### src/rtl/edge_pkg.sv
// Shared types and the mode qualification helper for the edge detector bank.
package edge_pkg;

   typedef enum logic [1:0] {
      EDGE_OFF  = 2'b00,
      EDGE_RISE = 2'b01,
      EDGE_FALL = 2'b10,
      EDGE_BOTH = 2'b11
   } edge_mode_t;

   function automatic logic qualify(edge_mode_t mode, logic pos, logic neg);
      logic q;
      case (mode)
         EDGE_RISE: q = pos;
         EDGE_FALL: q = neg;
         EDGE_BOTH: q = pos | neg;
         default:   q = 1'b0;
      endcase
      return q;
   endfunction

endpackage

### src/rtl/edge_channel.sv
// One channel: synchroniser, debounce filter and registered edge pulses.
module edge_channel #(
   parameter int unsigned SYNC_STAGES = 2,
   parameter int unsigned DEBOUNCE    = 3
) (
   input  logic clk,
   input  logic rst,
   input  logic in,
   output logic positive_edge,
   output logic negative_edge
);

   localparam int unsigned CntW = $clog2(DEBOUNCE + 1);

   logic [SYNC_STAGES-1:0] sync_q, sync_d;
   logic [CntW-1:0]        cnt_q, cnt_d;
   logic                   filt_q, filt_d;
   logic                   prev_q;
   logic                   pos_q, pos_d;
   logic                   neg_q, neg_d;
   logic                   s;

   always_comb begin
      sync_d = {sync_q[SYNC_STAGES-2:0], in};
      s      = sync_q[SYNC_STAGES-1];
      filt_d = filt_q;
      cnt_d  = '0;
      // The counter only runs while the synchronised level disagrees with the filtered one.
      if (s != filt_q) begin
         if (cnt_q == CntW'(DEBOUNCE - 1)) begin
            filt_d = s;
         end else begin
            cnt_d = cnt_q + 1'b1;
         end
      end
      pos_d = filt_q & ~prev_q;
      neg_d = ~filt_q & prev_q;
   end

   always_ff @(posedge clk or posedge rst) begin
      if (rst) begin
         sync_q <= '0;
         cnt_q  <= '0;
         filt_q <= 1'b0;
         prev_q <= 1'b0;
         pos_q  <= 1'b0;
         neg_q  <= 1'b0;
      end else begin
         sync_q <= sync_d;
         cnt_q  <= cnt_d;
         filt_q <= filt_d;
         prev_q <= filt_q;
         pos_q  <= pos_d;
         neg_q  <= neg_d;
      end
   end

   assign positive_edge = pos_q;
   assign negative_edge = neg_q;

endmodule

### src/rtl/edge_detector_bank.sv
// N-channel edge detector with per-channel mode, sticky pending flags and a
// saturating shared event counter.
module edge_detector_bank
   import edge_pkg::*;
#(
   parameter int unsigned N           = 4,
   parameter int unsigned SYNC_STAGES = 2,
   parameter int unsigned DEBOUNCE    = 3,
   parameter int unsigned COUNT_W     = 8
) (
   input  logic               clk,
   input  logic               rst,
   input  logic [N-1:0]       in,
   input  logic [2*N-1:0]     mode,
   input  logic [N-1:0]       clear,
   input  logic               count_clear,
   output logic [N-1:0]       positive_edge,
   output logic [N-1:0]       negative_edge,
   output logic [N-1:0]       pending,
   output logic               any_pending,
   output logic [COUNT_W-1:0] event_count
);

   localparam int unsigned PopW = $clog2(N + 1);
   localparam int unsigned SumW = COUNT_W + 1;

   logic [N-1:0]       qual;
   logic [PopW-1:0]    pop;
   logic [N-1:0]       pending_q, pending_d;
   logic [COUNT_W-1:0] count_q, count_d;
   logic [COUNT_W-1:0] base;
   logic [SumW-1:0]    sum;

   for (genvar g = 0; g < N; g++) begin : g_chan
      edge_channel #(
         .SYNC_STAGES (SYNC_STAGES),
         .DEBOUNCE    (DEBOUNCE)
      ) u_chan (
         .clk           (clk),
         .rst           (rst),
         .in            (in[g]),
         .positive_edge (positive_edge[g]),
         .negative_edge (negative_edge[g])
      );
   end

   always_comb begin
      qual = '0;
      pop  = '0;
      for (int i = 0; i < N; i++) begin
         qual[i] = qualify(edge_mode_t'(mode[2*i +: 2]), positive_edge[i], negative_edge[i]);
         pop     = pop + PopW'(qual[i]);
      end
   end

   // A new event outranks a clear arriving in the same cycle.
   assign pending_d = (pending_q & ~clear) | qual;

   always_comb begin
      base = count_clear ? '0 : count_q;
      sum  = {1'b0, base} + SumW'(pop);
      if (sum[COUNT_W]) begin
         count_d = '1;
      end else begin
         count_d = sum[COUNT_W-1:0];
      end
   end

   always_ff @(posedge clk or posedge rst) begin
      if (rst) begin
         pending_q <= '0;
         count_q   <= '0;
      end else begin
         pending_q <= pending_d;
         count_q   <= count_d;
      end
   end

   assign pending     = pending_q;
   assign any_pending = |pending_q;
   assign event_count = count_q;

endmodule
### config.mk
export PLATFORM = sky130hd
export DESIGN_NAME = edge_detector_bank
export DESIGN_NICKNAME = d
export VERILOG_FILES = /design/src/rtl/edge_pkg.sv /design/src/rtl/edge_channel.sv /design/src/rtl/edge_detector_bank.sv
export SDC_FILE = /design/constraint.sdc
export NUM_CORES = 1
export LEC_CHECK = 0
export ABC_CLOCK_PERIOD_IN_PS = 2600
export CAP_MARGIN = 20
export CORE_MARGIN = 2
export CORE_UTILIZATION = 25
export CTS_BUF_LIST = sky130_fd_sc_hd__clkbuf_4 sky130_fd_sc_hd__clkbuf_8 sky130_fd_sc_hd__clkbuf_16
export DETAILED_ROUTE_END_ITERATION = 16
export PLACE_DENSITY = 0.55
export SLEW_MARGIN = 30
export SYNTH_ARGS = -nofsm -noshare
export SYNTH_HDL_FRONTEND = slang
export SYNTH_SLANG_ARGS = --single-unit
### constraint.sdc
create_clock -name clk -period 2.6 [get_ports clk]
set_input_delay 0.52 -clock clk [delete_from_list [all_inputs] [get_ports clk]]
set_output_delay 0.52 -clock clk [all_outputs]
set_load 0.05 [all_outputs]
==> metrics.cfg <==
[synth]
yosys_warnings = 0
ys_ff_latch = 44
synth_top_family_by_area = simple AND/OR/NAND/NOR gates
yosysSeqAreaShare_pct = 63.3
syn_nets = 154
synth_compound_area_share_pct = 8.63
ys_top_cells_by_count = dfrtp_1, nor2b_1, buf_4, inv_1
muxShareOfSynthArea_pct = 3.16
synth_edf_count = 0
synthTopCellsByArea = dfrtp_1, nor2b_1, fa_1
yosysTopAreaCell = dfrtp_1
ys.flop_type = dfrtp_1
synth_xor_area_share_pct = 2.52
syn_inst = 131
synthSimpleGateAreaFrac_pct = 13.1
synth.avg_cell_area_um2 = 13.3
syn_area_um2 = 1740
yosysMostFrequentCell = dfrtp_1
synthDistinctLibCells = 33
synth_top_cell_area_share_pct = 63.3
synth_fa_ha_area_share_pct = 4.17
async_reset_ff_share_pct = 100

[layout]
areaGrowthSynthToFinish_pct = 35.2
diodes = 0
multi_input_area_um2 = 573
regArea_um2 = 1100
drive_above_1_share_pct = 17.0
final_cell_area_um2 = 2350
num-nets-final = 198
final_cells = 256
fill_cells = 673

[route]
num_vias = 1092
routed_wl_mm = 3.09
viasPerCell = 4.27
route.detailed.drc = 0
ant_nets = 0
firstDrtPassIters = 4
avgRoutedWirePerCell_um = 12.1
drtIter0Drc = 31

[global_routing]
grt_pass1_wl_mm = 5.24
grt_usage_pct = 8.79
antenna_found_initial = 0
grt_overflow = 0
grt_max_degree = 45
grt_pass1_vias = 1102

[placement]
dp.cells = 247
dp_hpwl_mm = 2.21
portBuffers = 39
post_dp_cell_area_um2 = 2210
gp_congestion = 0.819
place_ws_ns = -0.451

[setup_path]
path_class = input port to register
crit_fanout = 3
required_ns = 2.80
crit_path_start_kind = input port
cp-startpoint = mode[1]
worstReg2RegStart = g_chan[3].u_chan.positive_edge
arrival_ns = 2.77
end_kind = register

[power_and_ir_drop]
power_frac_seq_pct = 38.1
ir_drop_uv = 282
p_leak_nw = 1.00
p_sw_share_pct = 39.6
power_switching_mw = 1.12
p_int_mw = 1.71
finalPower_mw = 2.83
clkPwrFrac_pct = 18.8
power_frac_comb_pct = 43.1
p_per_area_nw_per_um2 = 1200

[clocking]
ctsLongestPathBuffers = 2
tritoncts = yes
path_clk_slew_ns = 0.09
htree_num_levels = 2
cts_buffers = 5
cts_sinks = 44
clock_latency_ns = 0.29
root_buffer = clkbuf_8
postCtsHoldBufs = 0

[timing]
setup_violations = 0
clock_skew_ns = 0.00448
layout_setup_ws_ns = 0.0328
fmax_mhz = 390
max_slew_margin_pct = 63.0
post-route-period-util_pct = 98.7
rsz0062_at_grt = yes
tightest_slew_ns = 0.555
finalHoldViolCount = 0
min_period_ns = 2.57
slew_violations = 0

[worst_hold_path]
min_from = g_chan[3].u_chan.sync_q[0]
hp-class = register to register

[floorplan]
pin_count = 40
dieHeight_um = 87.4
die_area_um2 = 7640
rows = 30
initial_core_util_pct = 25.8
core_um2 = 6760
die_w_um = 87.4

[status]
outcome = complete, no violations

[flow_run]
cap_violations = 0

-- placed cells by master, fill, tap and decap left out, types with 4 or more instances in the layout --
cell	synthesis	routed
clkdlybuf4s50_1	0	33
clkbuf_8	0	5
buf_4	8	5
dfrtp_1	44	44
nor3b_1	4	4
inv_1	8	5
dlygate4sd2_1	0	4
nor2b_1	14	13
nor3_1	4	4
xnor2_1	4	4
mux2_2	4	4
-- cell families after synthesis --
family / after synthesis
AO/OA/AOI/OAI: 20
XOR/XNOR: 5
adder cells (fa/ha/maj): 4
buffers and inverters: 16
flip-flops: 44
multiplexers: 5
AND/OR/NAND/NOR: 37
-- area by class of cell --
cell class,count,share of cell area [%]
inverters,8,1.28
clock buffers,5,2.92
multi-input cells,71,24.3
well taps,80,4.25
flip-flops and latches,44,46.8
clock inverters,3,1.97
repair buffers,45,18.4
-- flip-flops by register name (all words and copies together), names as in the netlist --
name,count
event_count,8
g_chan.u_chan.cnt_q,8
g_chan.u_chan.filt_q,4
g_chan.u_chan.negative_edge,4
g_chan.u_chan.positive_edge,4
g_chan.u_chan.prev_q,4
g_chan.u_chan.sync_q,8
pending,4
-- final timing paths --
path,endpoint,slack (ns),cells past startpoint
setup / recovery,event_count[6],0.03,10
hold / removal,g_chan[3].u_chan.sync_q[1],0.35,0
setup reg to reg,event_count[6],0.06,9
hold reg to reg,g_chan[3].u_chan.sync_q[1],0.35,0
max in group asynchronous,event_count[0],1.55,3
min in group asynchronous,g_chan[3].u_chan.cnt_q[1],0.66,3
-- metrics by stage --
stage	util [%]	TNS, ns	hold slack, ns
final	34.8	0	0.353
after global placement	32.8	-2.81	0.333
after floorplan	-	0	0.331
after global routing	34.8	-0.0970	0.360
after CTS	34.6	0	0.356
after detailed placement	32.8	-2.94	0.335
-- metal layers --
| layer | track usage [%] | wire length, um |
|---|---|---|
| met1 | 11.5 | 1360 |
| met2 | 14.0 | 1550 |
| met3 | 2.84 | 149 |
| met4 | 2.52 | 23 |
| met5 | 0 | 0 |
-- power by group through the flow --
stage               combinational [mW]  sequential (mW)  clock (mW)
detailed placement                1.21             1.10           0
floorplan                        0.760             1.24           0
global route                      1.33             1.12       0.587
CTS                               1.23             1.08       0.555
finish                            1.22             1.08       0.532
global placement                  1.20             1.09           0
-- repair_timing --
action                     CTS  global route
buffers inserted             1             0
resized for setup            9             6
pin swaps                    8             6
setup endpoints to repair    6             4
-- critical path: stages --
cell and delay (ns):
dlygate4sd2_1 0.23, a22o_1 0.24, fa_1 0.47, inv_2 0.07
fa_2 0.24, inv_2 0.05, fa_2 0.40, and4_4 0.22
buf_6 0.11, a311oi_2 0.21
Note: power is estimated with default switching activity, not from simulation.
